===== src/rtl/seq_flag_alu_if.sv =====
// Request/response bundle for seq_flag_alu: operation request in, result and flag-register write port out.
interface seq_flag_alu_if;
    logic        start;
    logic [2:0]  op;
    logic [15:0] a;
    logic [15:0] b;
    logic        busy;
    logic        done;
    logic [15:0] result;
    logic [2:0]  flag_out;
    logic [2:0]  flag_wen;

    modport master (
        output start, op, a, b,
        input  busy, done, result, flag_out, flag_wen
    );

    modport slave (
        input  start, op, a, b,
        output busy, done, result, flag_out, flag_wen
    );
endinterface


===== src/rtl/seq_flag_alu.sv =====
// Sequential ALU with saturating add/sub, bit-serial shifts and {N,V,Z} flag-register write port.
// Optional nibble-wise saturating add (op 111) enabled by macro SEQ_FLAG_ALU_PADDSB_EN.
module seq_flag_alu (
    input  logic          clk,
    input  logic          rst_n,
    seq_flag_alu_if.slave bus
);
    localparam logic [2:0] OP_ADD    = 3'b000;
    localparam logic [2:0] OP_SUB    = 3'b001;
    localparam logic [2:0] OP_XOR    = 3'b010;
    localparam logic [2:0] OP_SLL    = 3'b100;
    localparam logic [2:0] OP_SRA    = 3'b101;
    localparam logic [2:0] OP_ROR    = 3'b110;
    localparam logic [2:0] OP_PADDSB = 3'b111;

    typedef enum logic [1:0] {
        ST_IDLE  = 2'd0,
        ST_SHIFT = 2'd1,
        ST_DONE  = 2'd2
    } state_t;

    state_t      state_q, state_d;
    logic [3:0]  cnt_q, cnt_d;
    logic [15:0] shreg_q, shreg_d;
    logic [2:0]  op_q, op_d;
    logic [15:0] result_q, result_d;
    logic [2:0]  flag_out_q, flag_out_d;
    logic [2:0]  flag_wen_q, flag_wen_d;
    logic        done_q, done_d;
    logic        busy_q;

    logic        fin_s;
    logic [15:0] res_s;
    logic        v_s;
    logic [2:0]  wen_s;
    logic [19:0] imm_s;

    // Returns {overflow, saturated 16-bit sum}; subtraction uses the two's-complement of y.
    function automatic logic [16:0] sat_addsub(input logic [15:0] x, input logic [15:0] y, input logic sub);
        logic [15:0] yy;
        logic [16:0] s;
        logic [15:0] r;
        logic        ovf;
        yy  = sub ? ~y : y;
        s   = {x[15], x} + {yy[15], yy} + {16'h0000, sub};
        ovf = s[16] ^ s[15];
        if (ovf) begin
            r = s[16] ? 16'h8000 : 16'h7FFF;
        end else begin
            r = s[15:0];
        end
        return {ovf, r};
    endfunction

`ifdef SEQ_FLAG_ALU_PADDSB_EN
    function automatic logic [15:0] paddsb(input logic [15:0] x, input logic [15:0] y);
        logic [15:0] r;
        logic [4:0]  n;
        r = 16'h0000;
        for (int i = 0; i < 4; i++) begin
            n = {x[4*i+3], x[4*i +: 4]} + {y[4*i+3], y[4*i +: 4]};
            if (n[4] ^ n[3]) begin
                r[4*i +: 4] = n[4] ? 4'h8 : 4'h7;
            end else begin
                r[4*i +: 4] = n[3:0];
            end
        end
        return r;
    endfunction
`endif

    function automatic logic [15:0] shift_step(input logic [2:0] op, input logic [15:0] v);
        case (op)
            OP_SLL:  return {v[14:0], 1'b0};
            OP_SRA:  return {v[15], v[15:1]};
            OP_ROR:  return {v[0], v[15:1]};
            default: return v;
        endcase
    endfunction

    // Single-cycle ops, and shifts by zero; returns {flag_wen, V, result}.
    function automatic logic [19:0] imm_op(input logic [2:0] op, input logic [15:0] x, input logic [15:0] y);
        logic [16:0] as;
        as = sat_addsub(x, y, op == OP_SUB);
        case (op)
            OP_ADD, OP_SUB:         return {3'b111, as};
            OP_XOR:                 return {3'b001, 1'b0, x ^ y};
            OP_SLL, OP_SRA, OP_ROR: return {3'b001, 1'b0, x};
`ifdef SEQ_FLAG_ALU_PADDSB_EN
            OP_PADDSB:              return {3'b000, 1'b0, paddsb(x, y)};
`endif
            default:                return {3'b000, 1'b0, 16'h0000};
        endcase
    endfunction

    // Next-state, datapath and output computation.
    always_comb begin
        state_d    = state_q;
        cnt_d      = cnt_q;
        shreg_d    = shreg_q;
        op_d       = op_q;
        result_d   = result_q;
        flag_out_d = 3'b000;
        flag_wen_d = 3'b000;
        done_d     = 1'b0;
        fin_s      = 1'b0;
        res_s      = 16'h0000;
        v_s        = 1'b0;
        wen_s      = 3'b000;
        imm_s      = 20'h00000;
        case (state_q)
            ST_IDLE: begin
                if (bus.start) begin
                    op_d = bus.op;
                    if ((bus.op == OP_SLL || bus.op == OP_SRA || bus.op == OP_ROR) && bus.b[3:0] != 4'd0) begin
                        state_d = ST_SHIFT;
                        cnt_d   = bus.b[3:0];
                        shreg_d = bus.a;
                    end else begin
                        imm_s   = imm_op(bus.op, bus.a, bus.b);
                        state_d = ST_DONE;
                        fin_s   = 1'b1;
                        wen_s   = imm_s[19:17];
                        v_s     = imm_s[16];
                        res_s   = imm_s[15:0];
                    end
                end else begin
                    state_d = ST_IDLE;
                end
            end
            ST_SHIFT: begin
                res_s   = shift_step(op_q, shreg_q);
                shreg_d = res_s;
                cnt_d   = cnt_q - 4'd1;
                if (cnt_q <= 4'd1) begin
                    state_d = ST_DONE;
                    fin_s   = 1'b1;
                    wen_s   = 3'b001;
                end else begin
                    state_d = ST_SHIFT;
                end
            end
            ST_DONE: begin
                state_d = ST_IDLE;
            end
            default: begin
                state_d = ST_IDLE;
            end
        endcase
        // Flags are only presented, and only writable, in the completion cycle.
        if (fin_s) begin
            done_d     = 1'b1;
            result_d   = res_s;
            flag_out_d = {res_s[15], v_s, res_s == 16'h0000};
            flag_wen_d = wen_s;
        end else begin
            done_d     = 1'b0;
        end
    end

    // State and registered outputs.
    always_ff @(posedge clk or negedge rst_n) begin
        if (!rst_n) begin
            state_q    <= ST_IDLE;
            cnt_q      <= 4'd0;
            shreg_q    <= 16'h0000;
            op_q       <= 3'b000;
            result_q   <= 16'h0000;
            flag_out_q <= 3'b000;
            flag_wen_q <= 3'b000;
            done_q     <= 1'b0;
            busy_q     <= 1'b0;
        end else begin
            state_q    <= state_d;
            cnt_q      <= cnt_d;
            shreg_q    <= shreg_d;
            op_q       <= op_d;
            result_q   <= result_d;
            flag_out_q <= flag_out_d;
            flag_wen_q <= flag_wen_d;
            done_q     <= done_d;
            busy_q     <= (state_d != ST_IDLE);
        end
    end

    assign bus.busy     = busy_q;
    assign bus.done     = done_q;
    assign bus.result   = result_q;
    assign bus.flag_out = flag_out_q;
    assign bus.flag_wen = flag_wen_q;
endmodule

===== src/flat_wrapper.sv =====
// flat-port wrapper written by rule: the top's interface ports become plain ports
module seq_flag_alu_flat 
  (clk, rst_n, bus_start, bus_op, bus_a, bus_b, bus_busy, bus_done, bus_result, bus_flag_out, bus_flag_wen);
  seq_flag_alu_if bus_i ();
  input  logic clk;
  input  logic rst_n;
  input wire logic [$bits(bus_i.start)-1:0] bus_start;
  input wire logic [$bits(bus_i.op)-1:0] bus_op;
  input wire logic [$bits(bus_i.a)-1:0] bus_a;
  input wire logic [$bits(bus_i.b)-1:0] bus_b;
  output wire logic [$bits(bus_i.busy)-1:0] bus_busy;
  output wire logic [$bits(bus_i.done)-1:0] bus_done;
  output wire logic [$bits(bus_i.result)-1:0] bus_result;
  output wire logic [$bits(bus_i.flag_out)-1:0] bus_flag_out;
  output wire logic [$bits(bus_i.flag_wen)-1:0] bus_flag_wen;
  assign bus_i.start = bus_start;
  assign bus_i.op = bus_op;
  assign bus_i.a = bus_a;
  assign bus_i.b = bus_b;
  assign bus_busy = bus_i.busy;
  assign bus_done = bus_i.done;
  assign bus_result = bus_i.result;
  assign bus_flag_out = bus_i.flag_out;
  assign bus_flag_wen = bus_i.flag_wen;
  seq_flag_alu u_core (.clk(clk), .rst_n(rst_n), .bus(bus_i));
endmodule

===== config.mk =====
export PLATFORM = sky130hd
export DESIGN_NAME = seq_flag_alu_flat
export DESIGN_NICKNAME = d
export VERILOG_FILES = /design/src/rtl/seq_flag_alu_if.sv /design/src/rtl/seq_flag_alu.sv /design/src/flat_wrapper.sv
export SDC_FILE = /design/constraint.sdc
export NUM_CORES = 1
export LEC_CHECK = 0
export BUFFER_PORTS_ARGS = -buffer_cell sky130_fd_sc_hd__buf_2
export CAP_MARGIN = 20
export CORE_ASPECT_RATIO = 1.2
export CORE_UTILIZATION = 53
export DETAILED_ROUTE_END_ITERATION = 10
export PLACE_DENSITY = 0.8
export RECOVER_POWER = 25
export SYNTH_ARGS = -nofsm -noshare
export SYNTH_HDL_FRONTEND = slang
export SYNTH_SLANG_ARGS = --single-unit

===== constraint.sdc =====
create_clock -name clk -period 2.9 [get_ports clk]
set_clock_uncertainty 0.1 [all_clocks]
set_input_delay 0.58 -clock clk [delete_from_list [all_inputs] [get_ports clk]]
set_output_delay 0.58 -clock clk [all_outputs]
set_load 0.1 [all_outputs]

-- Word-level counts from Yosys, hierarchy flattened
Cells that the tools add are included.
- add/subtract/negate cells: 3
- reductions and logical operators: 13
- eq/ne operators: 11
- multiplexer cells: 32
- bitwise operators: 3
- magnitude comparators: 1
- operator list (operator ; number):
    $mux 16 ; 7
    $pmux 16 s2 ; 2
    $pmux 20 s3 ; 1
    $pmux 16 s3 ; 1
    $eq 3x3->1 const B ; 6
    $add 16x16->17 ; 1
    $add 17x1->17 ; 1
    $logic_not 16->1 ; 1
    $not 16->16 ; 1
    $xor 16x16->16 ; 1
    $mux 3 ; 4
    $mux 1 ; 8
    $mux 4 ; 2
    $pmux 4 s2 ; 1
    $mux 2 ; 3
    $pmux 3 s2 ; 1
    $le 4x1->1 const B ; 1
    $pmux 2 s2 ; 1
    $reduce_bool 2->1 ; 2
    $reduce_bool 4->1 ; 1
    $sub 4x1->4 const B ; 1
    $eq 3x1->1 const B ; 1
    $eq 3x2->1 const B ; 1
    $logic_not 3->1 ; 1
    12 further kinds ; 13
- logic and storage cells: 72
- input bits: 38
- register bits after elaboration: 49

-- Longest topological paths before layout
Gate-level depths: netlist of run 1.
- depth after elaboration: 12
- depth in mapped cells: 17
- gate-level depth less buffers: 12

-- Worst setup path after synthesis of run 1
Ideal clock, no wire load.
- path kind: input-to-reg
- start: input bus_op[2]
- end: register u_core.flag_out_q[0], in the netlist u_core.bus.flag_out[0]
- stages: 15
- data required time: 2704 ps
- path slack: -1625 ps
- data arrival time: 4329 ps
- setup time: 96 ps
- cells stage by stage: buf_4 > nor3b_1 > buf_6 > clkbuf_1 > xor2_1 > ha_1 > and4_1 > a2111o_1 > and4_4 > or4_4 > a21oi_4 > nor2_2 > a2111oi_2 > nand4_1 > nor4_2
- longest elaborated chain between the ends: 12
- elaborated cells on any way between the ends: 26
- those cells by class: 2 x add/sub; 5 x eq/ne; 11 x mux; 1 x bitwise; 7 x reduce/logical
- RTL lines (element ; line ; source):
    start: declaration ; flat_wrapper.sv:8 ; input wire logic [$bits(bus_i.op)-1:0] bus_op;
    $eq 3x1->1 ; seq_flag_alu.sv:84, seq_flag_alu.sv:85 ;
    $mux 16 ; seq_flag_alu.sv:44 ; yy = sub ? ~y : y;
    $add 16x16->17 ; seq_flag_alu.sv:45 ; s = {x[15], x} + {yy[15], yy} + {16'h0000, sub};
    $add 17x1->17 ; seq_flag_alu.sv:45 ;
    $mux 16 or $xor 1x1->1 (tied branches) ; seq_flag_alu.sv:48, seq_flag_alu.sv:46 ;
    $mux 16 ; seq_flag_alu.sv:47 ; if (ovf) begin
    $pmux 20 s3 ; seq_flag_alu.sv:85 ; case (op)
    $mux 16 ; seq_flag_alu.sv:115 ; if ((bus.op == OP_SLL || bus.op == OP_SRA || bus.op == OP_ROR) && bus.b[3:0] != 4'd0) begin
    $mux 16 ; seq_flag_alu.sv:113 ; if (bus.start) begin
    $pmux 16 s2 ; seq_flag_alu.sv:111 ; case (state_q)
    $logic_not 16->1 ; seq_flag_alu.sv:154 ; flag_out_d = {res_s[15], v_s, res_s == 16'h0000};
    $mux 3 * ; seq_flag_alu.sv:151 ; if (fin_s) begin
    named net u_core.flag_out_d[0] ; seq_flag_alu.sv:27 ; logic [2:0] flag_out_q, flag_out_d;
    end signal: assignment ; seq_flag_alu.sv:179 ; flag_out_q <= flag_out_d;
    end: declaration ; seq_flag_alu.sv:27 ;
The timed path passes the listed nets; every way through them passes the cells marked *.
A chain may end at the register's enable or synchronous reset.

-- Worst setup path after layout of run 1
- start: input bus_op[1]
- end: register u_core.flag_out_q[0], in the netlist u_core.bus.flag_out[0]
Same word-level chain as after synthesis.

==> reports/metrics.yaml, run 1 <==
floorplanning:
  io_pins: 62
  rows: 34
  fp.dieArea_sq_mm: 0.00814
  die_y_um: 98.6
  die_w_um: 82.5
  core_sq_mm: 0.00740
  start_util_pct: 55.7
sta:
  layout_setup_ws_ns: -0.903
  finalHoldViolations: 0
  maxSlewHeadroom_pct: 15.0
  max_freq_ghz: 0.263
  slew_violations: 0
  fin_crit_sh_pct: 131
  hold_slack_ns: 0.414
  rsz0062_at_grt: "true"
  worst_pin_slew_ns: 1.27
  tns_ns: -12.74
  fin_crit_ns: 3.80
  finalSetupViolations: 19
detailed_routing:
  wl_per_cell_um: 21.2
  totalWireLength_mm: 16.6
  initialDrtViolationCount: 680
  vias: 5192
  dr.pass1.iters: 6
  drtAntennaViolNets: 0
  drc: 0
  routed_via_density: 6.64
logic_synthesis:
  async_reset_ff_share_pct: 100
  synth_area_sq_mm: 0.00412
  synth_area_leaders: "dfrtp_1 29%, nor2_1 5.9%, o21ai_0 5.6%"
  yosysSeqAreaShare_pct: 28.5
  ys.flop_type: "dfrtp_1"
  yosysWarnings: 0
  synth_nets: 567
  yosysUniqueCellTypes: 67
  ys_ff_latch: 47
  syn_inst: 511
  synth_edf_count: 0
  yosysTopAreaCell: "dfrtp_1"
  syn_avg_cell_area_sq_um: 8.07
  synth_top_area_share_pct: 28.5
final_layout:
  seqCellArea_sq_mm: 0.00118
  final_cell_mix: "139 x buf_4, 61 x nor2_1, 57 x buf_2, 47 x dfrtp_1, 41 x o21ai_0"
  nNetsFinal: 747
  areaGrowthSynthToFinish_pct: 47.5
  antenna_cells: 0
  fin_cells: 782
  multi_input_comb_area_sq_mm: 0.00306
  n_fill_cell: 444
  final_common_cell: "buf_4"
  layout-drive-gt1-share_pct: 40.9
cts:
  cts.htree.levels: 2
  clock_latency_ns: 0.32
  cts_buffers: 5
  clockBufferDepth: 2
  path_clk_slew_ns: 0.11
  cts_root_buffer: "clkbuf_8"
  numClockSinks: 47
  ctsHoldBuffers: 0
  cts_tree: "yes"
worst_setup_path:
  cpPeakStageDelay_ns: 0.54
  crit_top_cell: "buf_12"
  cp_max_fo: 6
  crit_arrival_ns: 3.92
  cp_cell_sequence: "buf_8, nor3b_4, buf_12, buf_12, buf_12, xor2_1, ha_1, buf_6, nand4_1, o211ai_1, and2_4, or4_4, buf_4, and3_4, o21bai_1, a21oi_2, nand4_1, nor4_2"
  cp_slowest_cell: "or4_4"
  endpoint_kind: "register"
  worstPathRequired_ns: 3.02
  crit_type: "in -> reg"
  startpoint_type: "input pin"
placement:
  preCtsSetupSlack_ns: -1.23
  portBuffers: 61
  numPlacedInstances: 744
  hpwl_mm: 10.6
  gp_congestion: 0.973
global_routing:
  grt_max_degree: 31
  grt_pass1_wl_mm: 24.0
  grtUsageTotal_pct: 38.7
  overflow: 0
  antenna_found_initial: 0
  grt_pass1_vias: 4946
power:
  p_leak_nw: 2.79
  finalPower_mw: 5.76
  vdd_ir_drop_max_v: 0.000884
  power_density_mw_per_mm2: 947
min_path:
  min_path_type: "in -> async"
status:
  violations: "setup timing"
  status: "complete, but fails checks"
job:
  drv_cap: 0
## final timing paths
| check | to | startpoint | cells past startpoint | slack (ns) |
|---|---|---|---|---|
| setup / recovery | u_core.bus.flag_out[0] | bus_op[1] | 18 | -0.90 |
| hold / removal | u_core.cnt_q[1] | rst_n | 1 | 0.41 |
| setup reg to reg | u_core.bus.result[12] | u_core.state_q[0] | 9 | 0.01 |
| hold reg to reg | u_core.bus.result[11] | u_core.bus.result[11] | 1 | 0.43 |
| max in group asynchronous | u_core.bus.result[4] | rst_n | 2 | 1.02 |
| min in group clk | u_core.bus.result[11] | u_core.bus.result[11] | 1 | 0.43 |
## repair_timing
action / CTS / global route
resized for setup: 47 / 20
pin swaps: 38 / 22
endpoints found under the setup margin: 19 / 19
gates cloned: 1 / 0
buffers inserted: 19 / 11
## layer usage
layer,share of wire (%),wire [um],vias up,global-route usage [%]
li1,-,-,2249,-
met1,36,5970,2447,44.1
met2,48,7990,384,66.6
met3,8.6,1420,112,6.11
met4,7.3,1210,0,22.4
met5,0,0,-,0
## Yosys cell counts, types with 3 or more instances
| cell | n |
|---|---|
| o221a_2 | 3 |
| nand4_1 | 5 |
| and3_1 | 3 |
| nor2b_1 | 6 |
| nor3_1 | 3 |
| o21ai_0 | 46 |
| clkbuf_1 | 37 |
| ha_1 | 17 |
| o311ai_0 | 4 |
| a21o_1 | 6 |
| xor2_1 | 22 |
| inv_1 | 10 |
| a211oi_1 | 8 |
| nor2_1 | 65 |
| o21a_1 | 4 |
| a31oi_1 | 3 |
| or4_1 | 3 |
| xnor2_1 | 6 |
| dfrtp_1 | 47 |
| o22ai_1 | 12 |
| nand3_1 | 6 |
| o211ai_1 | 20 |
| nand2b_1 | 5 |
| mux2i_1 | 16 |
| a21oi_1 | 42 |
| o31ai_1 | 4 |
| buf_4 | 3 |
| o21bai_1 | 3 |
| nand2_1 | 35 |
| mux2_2 | 8 |
| o31a_1 | 3 |
| and2_1 | 6 |
| a41oi_1 | 6 |
| o211a_1 | 4 |
## report_power, final
group	switching [mW]	internal [mW]	total (mW)
Clock	0.266	0.262	0.528
Combinational	2.57	1.41	3.98
Sequential	0.301	0.952	1.25
Total	3.14	2.62	5.76
## worst max-delay path, delay by kind of cell
family / cells / cell delay [ns]
compound gates: 3 / 0.48
xor+xnor: 1 / 0.14
fa+ha+maj: 1 / 0.29
buf+inv: 6 / 0.82
simple gates: 7 / 1.60
## metrics by stage
step	utilization, %	cell area (sq um)
2_1_floorplan	-	4220
3_3_place_gp	72.7	5380
3_5_place_dp	72.7	5380
4_1_cts	79.5	5890
5_1_grt	82.2	6080
6_report	82.2	6080
## state kept, by name (all words and copies together) (netlist names), 2 cells and up
register / flops
u_core.bus.result: 16
u_core.bus.flag_out: 3
u_core.cnt_q: 4
u_core.op_q: 3
u_core.bus.flag_wen: 2
u_core.shreg_q: 16
## layout make-up
cell class / count / area share (%)
flip-flops and latches: 47 / 19.3
inverters: 10 / 0.617
clock buffers: 5 / 1.13
multi-input cells: 413 / 50.3
repair buffers: 214 / 26.0
clock inverters: 3 / 0.782
well taps: 90 / 1.85
## kinds of logic (layout without fill, tap and decap cells)
kind of cell | after synthesis | after routing | share of synthesized area [%]
muxes | 24 | 24 | 6.07
and+or+nand+nor | 153 | 153 | 17.8
AOI/OAI and AO/OA | 190 | 190 | 30.9
buffers and inverters | 51 | 232 | 5.10
xor gates and xnor gates | 28 | 28 | 5.95
adders and majority gates | 18 | 18 | 5.64
DFF | 47 | 47 | 28.5
Note: power is estimated with default switching activity, not from simulation.
==> run 2: changes to the inputs <==
Settings changed: CORE_UTILIZATION 53 to 35, PLACE_DENSITY 0.8 to 0.52.
==> reports/metrics.yaml, run 2 (synthesized netlist as in run 1, its figures left out) <==
floorplanning:
  start_util_pct: 35.8
  core_sq_mm: 0.0115
  io_pins: 62
  fp.dieArea_sq_mm: 0.0122
  rows: 43
  die_y_um: 121
  die_w_um: 101
cts:
  cts_root_buffer: "clkbuf_16"
  clockBufferDepth: 2
  ctsHoldBuffers: 0
  cts_buffers: 5
  cts_tree: "yes"
  clock_latency_ns: 0.30
  path_clk_slew_ns: 0.06
  numClockSinks: 47
  cts.htree.levels: 2
power:
  vdd_ir_drop_max_v: 0.000499
  p_sw_share_pct: 52.8
  power_density_mw_per_mm2: 934
  pwr-share-comb_pct: 67.8
  p_leak_nw: 2.74
  power_frac_seq_pct: 21.9
  clkPwrFrac_pct: 10.3
  internal_power_mw: 2.67
  power.switching_mw: 2.99
  finalPower_mw: 5.67
detailed_routing:
  dr.pass1.iters: 4
  initialDrtViolationCount: 256
  drc: 0
  vias: 4598
  drtAntennaViolNets: 0
  totalWireLength_mm: 14.7
  wl_per_cell_um: 17.5
  routed_via_density: 5.49
sta:
  finalSetupViolations: 19
  max_freq_ghz: 0.270
  slew_violations: 38
  fin_crit_sh_pct: 128
  fin_crit_ns: 3.70
  maxSlewHeadroom_pct: -41.6
  worst_pin_slew_ns: 2.12
  rsz0062_at_grt: "true"
  hold_slack_ns: 0.388
  layout_setup_ws_ns: -0.802
  finalHoldViolations: 0
status:
  violations: "capacitance limit, slew limit, setup timing"
  status: "complete, but fails checks"
worst_setup_path:
  worstPathRequired_ns: 2.98
  crit_arrival_ns: 3.78
  cp_max_fo: 6
  endpoint_kind: "register"
  startpoint_type: "input pin"
  crit_type: "in -> reg"
global_routing:
  grt_pass1_wl_mm: 23.6
  grtUsageTotal_pct: 25.1
  grt_pass1_vias: 4488
  antenna_found_initial: 0
  overflow: 0
  grt_max_degree: 38
final_layout:
  final_common_cell: "buf_4"
  layout-drive-gt1-share_pct: 39.6
  final_cell_mix: "130 x buf_4, 63 x nor2_1, 58 x buf_2, 47 x dfrtp_1, 43 x o21ai_0"
  post-route-util_pct: 52.7
  antenna_cells: 0
  nNetsFinal: 736
  areaGrowthSynthToFinish_pct: 47.1
placement:
  gp_congestion: 0.883
  portBuffers: 61
  hpwl_mm: 11.3
min_path:
  min_path_type: "reg -> reg"
job:
  drv_cap: 1
## run 2: routing by layer
layer  vias to the layer above  track usage (%)  part of all wire (%)
li1                       2231                -                     -
met1                      2241             32.1                    43
met2                       103             43.4                    50
met3                        23             2.59                   3.3
met4                         0             8.79                   2.8
met5                         -                0                     0
## run 2: power by group through the flow
stage | Sequential [mW] | Combinational, mW | Clock, mW
after floorplan | 2.09 | 1.59 | 0
after global placement | 1.23 | 3.52 | 0
after detailed placement | 1.24 | 3.56 | 0
after CTS | 1.23 | 3.74 | 0.590
after global routing | 1.28 | 4.12 | 0.614
final | 1.24 | 3.84 | 0.582
## run 2: layout make-up
type                            instances  area, sq um
Fill cell                            1139         5450
Multi-Input combinational cell        413         3050
Timing Repair Buffer                  203         1460
Sequential cell                        47         1180
Tap cell                              157          196
Clock buffer                            6          129
Inverter                               10         37.5
Clock inverter                          2         12.5
## run 2: final timing paths
| kind | start | end | slack, ns | depth (start not counted) |
|---|---|---|---|---|
| setup / recovery | bus_op[0] | u_core.bus.result[13] | -0.80 | 14 |
| hold / removal | u_core.bus.result[7] | u_core.bus.result[7] | 0.39 | 1 |
| setup reg to reg | u_core.op_q[1] | u_core.bus.flag_out[0] | 0.19 | 9 |
| hold reg to reg | u_core.bus.result[7] | u_core.bus.result[7] | 0.39 | 1 |
| max in group asynchronous | rst_n | u_core.bus.result[12] | 0.68 | 1 |
| min in group asynchronous | rst_n | u_core.shreg_q[0] | 0.79 | 1 |
## run 2: critical path, stage by stage
cell and delay, ns:
buf_2 0.11, nor3b_4 0.15, buf_12 0.14, xor2_2 0.16, ha_1 0.33, and2_1 0.17
a2111o_1 0.43, and4_4 0.17, or4_4 0.57, a21oi_4 0.15, buf_4 0.16, nor2_4 0.06
a211o_1 0.32, mux2_4 0.26
## run 2: what timing repair did
item / CTS / global route
gates resized for setup: 45 / 14
setup buffers: 7 / 7
setup endpoints to repair: 19 / 19
hold endpoints to repair: 0 / 0
pin swaps: 31 / 9
## run 2: stage by stage
stage / area (sq um) / TNS, ns / setup WS (ns) / std cells
after floorplan: 4220 / -15.80 / -1.11 / 511
after global placement: 5510 / -17.30 / -1.15 / 816
after detailed placement: 5510 / -18.49 / -1.19 / 816
after CTS: 5920 / -11.30 / -0.820 / 830
after global routing: 6060 / -13.08 / -0.914 / 838
final: 6060 / -11.19 / -0.802 / 838
==> run 3: changes to the inputs <==
Settings changed: MAX_ROUTING_LAYER set to met4.
==> reports/metrics.yaml, run 3 (synthesized netlist as in run 1, its figures left out) <==
final_layout:
  final_cell_mix: "130 x buf_4, 63 x nor2_1, 58 x buf_2, 47 x dfrtp_1, 43 x o21ai_0"
  final_common_cell: "buf_4"
  post-route-util_pct: 52.7
  fin_cells: 838
  antenna_cells: 0
  nNetsFinal: 736
  n_fill_cell: 1139
  layout-drive-gt1-share_pct: 39.6
  multi_input_comb_area_sq_mm: 0.00305
  seqCellArea_sq_mm: 0.00118
  areaGrowthSynthToFinish_pct: 47.1
  design_area_sq_mm: 0.00606
placement:
  portBuffers: 61
  hpwl_mm: 11.3
  postPlaceCellArea_sq_mm: 0.00551
  preCtsSetupSlack_ns: -1.19
  numPlacedInstances: 816
  gp_congestion: 0.898
cts:
  clock_latency_ns: 0.29
  numClockSinks: 47
  path_clk_slew_ns: 0.06
  cts.htree.levels: 2
  cts_tree: "yes"
  cts_buffers: 5
  ctsHoldBuffers: 0
  cts_root_buffer: "clkbuf_16"
  clockBufferDepth: 2
power:
  power_frac_seq_pct: 21.9
  power_density_mw_per_mm2: 934
  internal_power_mw: 2.67
  power.switching_mw: 2.99
  p_leak_nw: 2.74
  pwr-share-comb_pct: 67.9
  clkPwrFrac_pct: 10.2
  p_sw_share_pct: 52.8
  vdd_ir_drop_max_v: 0.000498
worst_setup_path:
  cp_top_family: "simple AND/OR/NAND/NOR gates"
  crit_arrival_ns: 3.78
  cp_max_fo: 6
  cp-startpoint: "bus_op[0]"
  worstPathRequired_ns: 2.98
  rr_startpoint: "u_core.op_q[1]"
  path_buf_inv: 3
  cpPeakStageDelay_ns: 0.57
  ff2ff_path_depth: 9
  cp_cell_sequence: "buf_2, nor3b_4, buf_12, xor2_2, ha_1, and3b_1, a2111o_1, and4_4, or4_4, a21oi_4, buf_4, nor2_4, a211o_1, mux2_4"
  cp_slowest_cell: "or4_4"
  startpoint_type: "input pin"
  crit_type: "in -> reg"
  endpoint_kind: "register"
  cp.depth: 14
detailed_routing:
  vias: 4620
  drtAntennaViolNets: 0
  initialDrtViolationCount: 267
  wl_per_cell_um: 17.5
  totalWireLength_mm: 14.6
  drc: 0
  dr.pass1.iters: 5
  routed_via_density: 5.51
sta:
  finalHoldViolations: 0
  fin_crit_sh_pct: 128
  maxSlewHeadroom_pct: -42.4
  layout_setup_ws_ns: -0.801
  finalSetupViolations: 19
  fin_crit_ns: 3.70
  rsz0062_at_grt: "true"
  max_freq_ghz: 0.270
  hold_slack_ns: 0.388
  slew_violations: 38
  worst_pin_slew_ns: 2.14
global_routing:
  grtUsageTotal_pct: 25.8
  grt_max_degree: 38
  overflow: 0
  grt_pass1_vias: 4491
  antenna_found_initial: 0
  grt_pass1_wl_mm: 23.6
status:
  status: "complete, but fails checks"
  violations: "capacitance limit, slew limit, setup timing"
floorplanning:
  start_util_pct: 35.8
  rows: 43
  die_y_um: 121
  core_sq_mm: 0.0115
  io_pins: 62
  fp.dieArea_sq_mm: 0.0122
  die_w_um: 101
min_path:
  min_path_cells: 1
  min_path_type: "reg -> reg"
  hp-start: "u_core.bus.result[7]"
job:
  drv_cap: 1
run 3: cell counts in the layout (fill, tap and decap cells not counted):
No cell type changed its count.
run 3: per-layer routing:
metal | up-vias | share of wire, % | track usage, % | wire, um
met4 | 0 | 2.8 | 8.79 | 416
met1 | 2250 | 43 | 32.1 | 6310
met3 | 26 | 3.4 | 2.59 | 501
met5 | - | 0 | - | 0
met2 | 117 | 51 | 43.4 | 7410
li1 | 2227 | - | - | -
run 3: path summary, 6_finish.rpt:
kind | end | slack, ns
worst max-delay path | u_core.bus.result[13] | -0.80
worst min-delay path | u_core.bus.result[7] | 0.39
worst max register to register | u_core.bus.flag_out[0] | 0.19
worst min register to register | u_core.bus.result[7] | 0.39
max in group asynchronous | u_core.bus.result[12] | 0.67
min in group asynchronous | u_core.shreg_q[0] | 0.80
run 3: power groups by stage:
stage / Combinational (mW) / Sequential (mW) / Clock, mW
2_1_floorplan: 1.59 / 2.09 / 0
3_3_place_gp: 3.52 / 1.23 / 0
3_5_place_dp: 3.56 / 1.24 / 0
4_1_cts: 3.74 / 1.23 / 0.590
5_1_grt: 4.12 / 1.28 / 0.614
6_report: 3.84 / 1.24 / 0.576
run 3: timing repair:
item,in CTS,in global routing
setup endpoints to repair,19,19
buffers inserted,7,7
pin swaps,31,9
gates resized for setup,45,14
endpoints found under the hold margin,0,0
run 3: layout make-up:
class                      count  share of cell area, %
clock inverter                 2                  0.206
sequential                    47                   19.4
tap                          157                   3.24
clock buffer                   6                   2.13
timing repair buffer         203                   24.1
multi-input combinational    413                   50.3
inverter                      10                  0.619
run 3: stage by stage:
| step | setup TNS, ns | power [mW] |
|---|---|---|
| floorplan | -15.80 | 3.69 |
| CTS | -11.30 | 5.57 |
| global route | -13.08 | 6.02 |
| finish | -11.20 | 5.66 |
| detailed placement | -18.49 | 4.80 |
| global placement | -17.30 | 4.75 |
